==> src/rtl/mem_arbiter.sv <==
// Two-requester round-robin arbiter in front of a single-port data memory.
// One access at a time: IDLE picks a winner, ISSUE drives the memory command
// for one cycle, and reads spend one extra cycle in RD_WAIT to capture data.
//
// Handshake: a requester raises reqN_valid with stable we/addr/wdata and keeps
// it high until it sees reqN_gnt. The gnt pulse marks the cycle its command is
// on the memory port. For reads, reqN_rvalid pulses two cycles after gnt with
// reqN_rdata, which then holds until that requester's next read completes.
module mem_arbiter (
  input  logic        clk,
  input  logic        reset,
  input  logic        req0_valid,
  input  logic        req0_we,
  input  logic [15:0] req0_addr,
  input  logic [7:0]  req0_wdata,
  output logic        req0_gnt,
  output logic        req0_rvalid,
  output logic [7:0]  req0_rdata,
  input  logic        req1_valid,
  input  logic        req1_we,
  input  logic [15:0] req1_addr,
  input  logic [7:0]  req1_wdata,
  output logic        req1_gnt,
  output logic        req1_rvalid,
  output logic [7:0]  req1_rdata,
  output logic [15:0] mem_addr,
  output logic [7:0]  mem_wdata,
  output logic        mem_we,
  output logic        mem_re,
  input  logic [7:0]  mem_rdata,
  output logic        busy,
  output logic [1:0]  dbg_state
);

  typedef enum logic [1:0] {
    S_IDLE    = 2'd0,
    S_ISSUE   = 2'd1,
    S_RD_WAIT = 2'd2
  } state_t;

  state_t      r_state;
  state_t      w_next;
  logic        r_last;     // requester granted most recently
  logic        r_win;      // requester owning the access in flight
  logic        r_we;       // access in flight is a write
  logic        w_accept;
  logic        w_win;
  logic        w_sel_we;
  logic [15:0] w_sel_addr;
  logic [7:0]  w_sel_wdata;

  assign dbg_state = r_state;

  // Winner selection and next-state decode
  always_comb begin
    w_win       = 1'b0;
    w_accept    = 1'b0;
    w_next      = r_state;
    if (req0_valid && req1_valid) begin
      w_win = ~r_last;
    end else if (req1_valid) begin
      w_win = 1'b1;
    end
    w_sel_we    = w_win ? req1_we    : req0_we;
    w_sel_addr  = w_win ? req1_addr  : req0_addr;
    w_sel_wdata = w_win ? req1_wdata : req0_wdata;
    case (r_state)
      S_IDLE: begin
        if (req0_valid || req1_valid) begin
          w_accept = 1'b1;
          w_next   = S_ISSUE;
        end
      end
      S_ISSUE:   w_next = r_we ? S_IDLE : S_RD_WAIT;
      S_RD_WAIT: w_next = S_IDLE;
      default:   w_next = S_IDLE;
    endcase
  end

  // State register
  always_ff @(posedge clk) begin
    if (reset) begin
      r_state <= S_IDLE;
    end else begin
      r_state <= w_next;
    end
  end

  // Registered memory command, grant/rvalid pulses, read data and pointer
  always_ff @(posedge clk) begin
    if (reset) begin
      r_last      <= 1'b1;
      r_win       <= 1'b0;
      r_we        <= 1'b0;
      req0_gnt    <= 1'b0;
      req1_gnt    <= 1'b0;
      req0_rvalid <= 1'b0;
      req1_rvalid <= 1'b0;
      req0_rdata  <= 8'h00;
      req1_rdata  <= 8'h00;
      mem_addr    <= 16'h0000;
      mem_wdata   <= 8'h00;
      mem_we      <= 1'b0;
      mem_re      <= 1'b0;
      busy        <= 1'b0;
    end else begin
      req0_gnt    <= 1'b0;
      req1_gnt    <= 1'b0;
      req0_rvalid <= 1'b0;
      req1_rvalid <= 1'b0;
      mem_we      <= 1'b0;
      mem_re      <= 1'b0;
      busy        <= (w_next != S_IDLE);
      if (w_accept) begin
        r_win     <= w_win;
        r_we      <= w_sel_we;
        r_last    <= w_win;
        mem_addr  <= w_sel_addr;
        mem_wdata <= w_sel_wdata;
        mem_we    <= w_sel_we;
        mem_re    <= ~w_sel_we;
        req0_gnt  <= ~w_win;
        req1_gnt  <= w_win;
      end
      if (r_state == S_RD_WAIT) begin
        if (r_win) begin
          req1_rdata  <= mem_rdata;
          req1_rvalid <= 1'b1;
        end else begin
          req0_rdata  <= mem_rdata;
          req0_rvalid <= 1'b1;
        end
      end
    end
  end

endmodule

==> config.mk <==
export PLATFORM = sky130hd
export DESIGN_NAME = mem_arbiter
export DESIGN_NICKNAME = d
export VERILOG_FILES = /design/src/rtl/mem_arbiter.sv
export SDC_FILE = /design/constraint.sdc
export NUM_CORES = 1
export LEC_CHECK = 0
export CORE_AREA = 2 2 77 79
export DETAILED_ROUTE_END_ITERATION = 8
export DIE_AREA = 0 0 79 81
export GPL_TIMING_DRIVEN = 0
export PLACE_DENSITY = 0.79
export SLEW_MARGIN = 5
export SYNTH_ARGS = -nofsm -noshare
export SYNTH_HDL_FRONTEND = slang
export SYNTH_SLANG_ARGS = --single-unit
==> constraint.sdc <==
create_clock -name clk -period 1.6 [get_ports clk]
set_input_delay 0.24 -clock clk [delete_from_list [all_inputs] [get_ports clk]]
set_output_delay 0.24 -clock clk [all_outputs]
set_load 0.005 [all_outputs]
# Word level (Yosys, flattened, before mapping)
# Index checks and enable logic that the tools add are counted.
[classes]
n_eq_ne = 2
n_mux = 12
bitwise_logic = 6
n_reduce_logical = 8
[ops]
columns = ["cell", "count"]
rows = [
  ["$mux W16", 1],
  ["$mux W8", 1],
  ["$mux W1", 7],
  ["$not A1 Y1", 6],
  ["$mux W2", 2],
  ["$pmux W2 S2", 1],
  ["$reduce_and A2 Y1", 2],
  ["$reduce_or A2 Y1", 2],
  ["$eq A2 B1 Y1 const B", 1],
  ["$eq A2 B2 Y1 const B", 1],
  ["$logic_not A2 Y1", 1],
  ["$reduce_bool A2 Y1", 1],
  ["$logic_and A1 B1 Y1", 1],
  ["$logic_or A1 B1 Y1", 1],
]
[word_totals]
ff_bits = 52
input_bits = 62
out_inout_bits = 49
wordCells = 43

# Depth between registers and ports, before layout
[depth]
depth_word = 5
depth_mapped = 6
depth_no_buf = 3

# Worst setup path before layout
# Ideal clock, no wire load.
[synth_timing]
path_kind = "register -> register"
startpoint = "reg r_last"
endpoint = "reg mem_addr[0]"
setup_time_ns = 0.089
arrival_ns = 1.186
required_ns = 1.511
path_slack_ns = 0.325
path_stages_with_launch = 6
n_path_buf = 2
synth_period_minus_slack_ns = 1.275
path_cell_list = "dfxtp_1 > a21bo_2 > buf_4 > clkbuf_1 > nand2_1 > a311oi_2"
[synth_between]
elab_chain_cells = 3
[synth_lines]
columns = ["element", "line", "text"]
rows = [
  ["start, declared", "43", "logic r_last;"],
  ["start signal, assigned", "117", "r_last <= w_win;"],
  ["$not A1 Y1", "60", "w_win = ~r_last;"],
  ["$mux W1", "59", "if (req0_valid && req1_valid) begin"],
  ["$mux W16", "65", "w_sel_addr = w_win ? req1_addr : req0_addr;"],
  ["end signal, assigned", "118", "mem_addr <= w_sel_addr;"],
  ["end, declared", "26", "output logic [15:0] mem_addr,"],
]
# Every way passes these cells.
# A chain may end at the register's enable or synchronous reset.

# Worst setup path in the final report
[layout_timing]
startpoint = "in req1_valid"
endpoint = "reg mem_wdata[6]"
[layout_between]
elab_chain_cells = 3
elab_cells_between_ends = 7
cone_classes = "mux: 5; reduce/logical: 2"
[layout_lines]
columns = ["element", "line", "text"]
rows = [
  ["start, declared", "19", "input logic req1_valid,"],
  ["$mux W1, or another cell as far along", "61", "end else if (req1_valid) begin"],
  ["$mux W1, on equally long branches", "59, 69", ""],
  ["$mux W8 or $mux W1 (tied branches)", "66, 67", ""],
  ["end signal, assigned", "119", "mem_wdata <= w_sel_wdata;"],
  ["end, declared", "27", "output logic [7:0] mem_wdata,"],
]
# Parallel ways exist; a longest one is shown, timed or not.

==> results.toml <==
[critical_path]
worstSetupEndpointType = "flip-flop"
worst_setup_path_start_kind = "input pin"
cp.depth = 7
path_cells = "clkdlybuf4s50_1 > or2_1 > buf_6 > and2_4 > buf_6 > buf_6 > a311oi_2"
critical-path-top-delay-family = "buffers and inverters"
crit_top_cell = "buf_6"
crit_path_top_delay_cell = "clkdlybuf4s50_1"
rr_worst_depth = 4
crit_fanout = 10
critPathKind = "input pin to flip-flop"
max_stage_delay_ns = 0.47
critPathArrivalTime_ns = 1.77
worstPathRequired_ns = 1.82
path_buf_inv = 4

[placement]
portBuffers = 109
gp_congestion = 0.702
place_area_um2 = 3370
hpwl_um = 4390

[timing]
max_freq_mhz = 643
grt_setup_unrepaired = "no"
maxSlewViolCount = 0
hold_viol_final = 0
setup_violations = 0
period_share_pct = 97.2
slew_headroom_pct = 52.7
period_needed_ns = 1.55
setup_tns_ns = 0
skew_ns = 0.00607
worst_pin_slew_ns = 0.709
fin_hold_ws_ns = 0.251

[cts]
clock-sinks = 52
path_clk_slew_ns = 0.10
cts_max_path_buffers = 2
cts_root_buf = "clkbuf_8"
cts_buffers = 5
insertion_delay_ns = 0.31
htreeDepth = 2
cts_tree = "built"

[min_path]
whs_path_depth = 2
min_path_type = "input pin to flip-flop"

[status]
status = "completed"

[detailed_routing]
antenna_left = 0
via_per_inst = 4.93
drtIter0Drc = 94
drc = 0
first_pass_iters = 4
wl_per_cell_um = 14.2
wirelength_um = 5980
num_vias = 2071

[floorplanning]
die_w_um = 79
placementRows = 28
chipHeight_um = 81
io_pins = 111
start_util_pct = 38.5
die_area_um2 = 6400
core_um2 = 5680

[pwr]
finalPower_uw = 3030
powerDensity_nw_per_um2 = 872
peakVddDrop_v = 0.000445
power.leakage_uw = 0.00134

[yosys]
syn_avg_cell_area_um2 = 9.55
yosysMostFrequentCell = "dfxtp_1"
synth_area_leaders = "dfxtp_1, a311oi_2, nand2_1"
synthCells = 229
yosysSeqAreaShare_pct = 47.6
yosysWarnings = 0
yosys-top-cells-count = "dfxtp_1, nand2_1, a21oi_1"
synth_edf_count = 0
yosysUniqueCellTypes = 27
synth_top_area_share_pct = 47.6
async_flop_share_pct = 0
dominantRegCellSynth = "dfxtp_1"
netlist_area_um2 = 2190
syn-num-nets = 291
synth_area_leader_cell = "dfxtp_1"
ys_ff_latch = 52

[cells_and_area]
num_antenna_cells = 0
drive_gt1_share_pct = 13.0
area_delta_synth_final_pct = 59.2
final_area_um2 = 3480
final_nets = 406

[run]
cap_viol_max_count = 0

[grt]
grt_start_max_net_pins = 19
antenna_found_initial = 0
grt_pass1_vias = 2025
grt_overflow = 0
grt_usage_pct = 18.7
grt_pass1_wl_um = 9450
==> worst paths after layout <==
| path | from | to | slack (ns) |
|---|---|---|---|
| worst max-delay path | req1_valid | mem_wdata[6] | 0.05 |
| worst max register to register | dbg_state[0] | mem_wdata[0] | 0.13 |
| worst min register to register | r_we | dbg_state[1] | 0.46 |
| worst min-delay path | reset | req0_rvalid | 0.25 |
==> per-stage QoR <==
step | utilization, % | setup slack (ns) | instances
floorplan | - | 0.325 | 229
global placement | 59.4 | -0.333 | 413
detailed placement | 59.4 | -0.371 | 413
CTS | 61.1 | 0.0134 | 420
global route | 61.4 | 0.000810 | 420
finish | 61.4 | 0.0452 | 420
==> per-layer routing <==
metal	wire length [um]	vias to the layer above	part of all wire (%)	global-route usage (%)
li1	-	1030	-	-
met1	2490	959	42	21.8
met2	2930	74	49	32.8
met3	482	8	8.1	6.67
met4	72	0	1.2	4.83
met5	0	-	0	0
==> layout by cell type (no fill, tap or decap) <==
cell type | netlist | final
clkdlybuf4s50_1 | 0 | 108
inv_8 | 0 | 1
a311oi_1 | 6 | 6
nor2b_1 | 1 | 1
nand2_1 | 50 | 50
clkbuf_8 | 0 | 5
inv_1 | 1 | 1
clkbuf_2 | 0 | 1
nor4b_1 | 1 | 1
o21ai_0 | 1 | 1
and2_4 | 1 | 1
o21bai_1 | 1 | 1
nand3b_1 | 1 | 1
a21bo_2 | 2 | 2
nor3b_1 | 2 | 2
buf_6 | 4 | 4
clkinvlp_4 | 0 | 1
or2_1 | 1 | 1
nor3_1 | 3 | 3
dlymetal6s2s_1 | 0 | 1
a31oi_1 | 1 | 1
clkbuf_1 | 9 | 7
a311oi_2 | 18 | 18
buf_4 | 1 | 2
mux2i_1 | 17 | 17
dfxtp_1 | 52 | 52
nor2_1 | 19 | 19
clkinv_4 | 0 | 1
clkbuf_4 | 0 | 1
nand3_1 | 1 | 1
buf_2 | 7 | 6
a211oi_2 | 1 | 1
a21oi_1 | 26 | 26
a21boi_4 | 0 | 1
==> power breakdown <==
group | leakage (uW) | total, uW | internal, uW | switching [uW]
Clock | 0.0000463 | 779 | 322 | 457
Combinational | 0.000869 | 799 | 462 | 337
Sequential | 0.000427 | 1460 | 1400 | 57.8
==> layout make-up <==
cell class / count / area [um^2]
Buffer: 21 / 129
Clock buffer: 5 / 68.8
Clock inverter: 3 / 27.5
Fill cell: 522 / 2190
Inverter: 1 / 3.75
Multi-Input combinational cell: 154 / 1020
Sequential cell: 52 / 1040
Tap cell: 75 / 93.8
Timing Repair Buffer: 109 / 1090
==> sequential cells by signal, summed over array words and instances, names as in the netlist <==
register	cells
req1_rdata	8
mem_we	1
mem_addr	16
mem_wdata	8
req1_rvalid	1
req0_gnt	1
req1_gnt	1
req0_rvalid	1
mem_re	1
r_win	1
busy	1
dbg_state	2
r_we	1
r_last	1
req0_rdata	8
==> kinds of logic after synthesis <==
| kind of cell | share of synthesized area [%] |
|---|---|
| flip-flops | 47.6 |
| AO/OA/AOI/OAI | 23.6 |
| buffers and inverters | 5.89 |
| multiplexers | 7.78 |
| AND/OR/NAND/NOR | 15.2 |
==> what timing repair did <==
item / in CTS / in global routing
gates cloned: 0 / 0
setup buffers: 0 / 0
hold buffers: 0 / 0
resized for setup: 2 / 5
hold endpoints to repair: 0 / 0
setup endpoints to repair: 18 / 17
(Power assumes the default switching activity.)
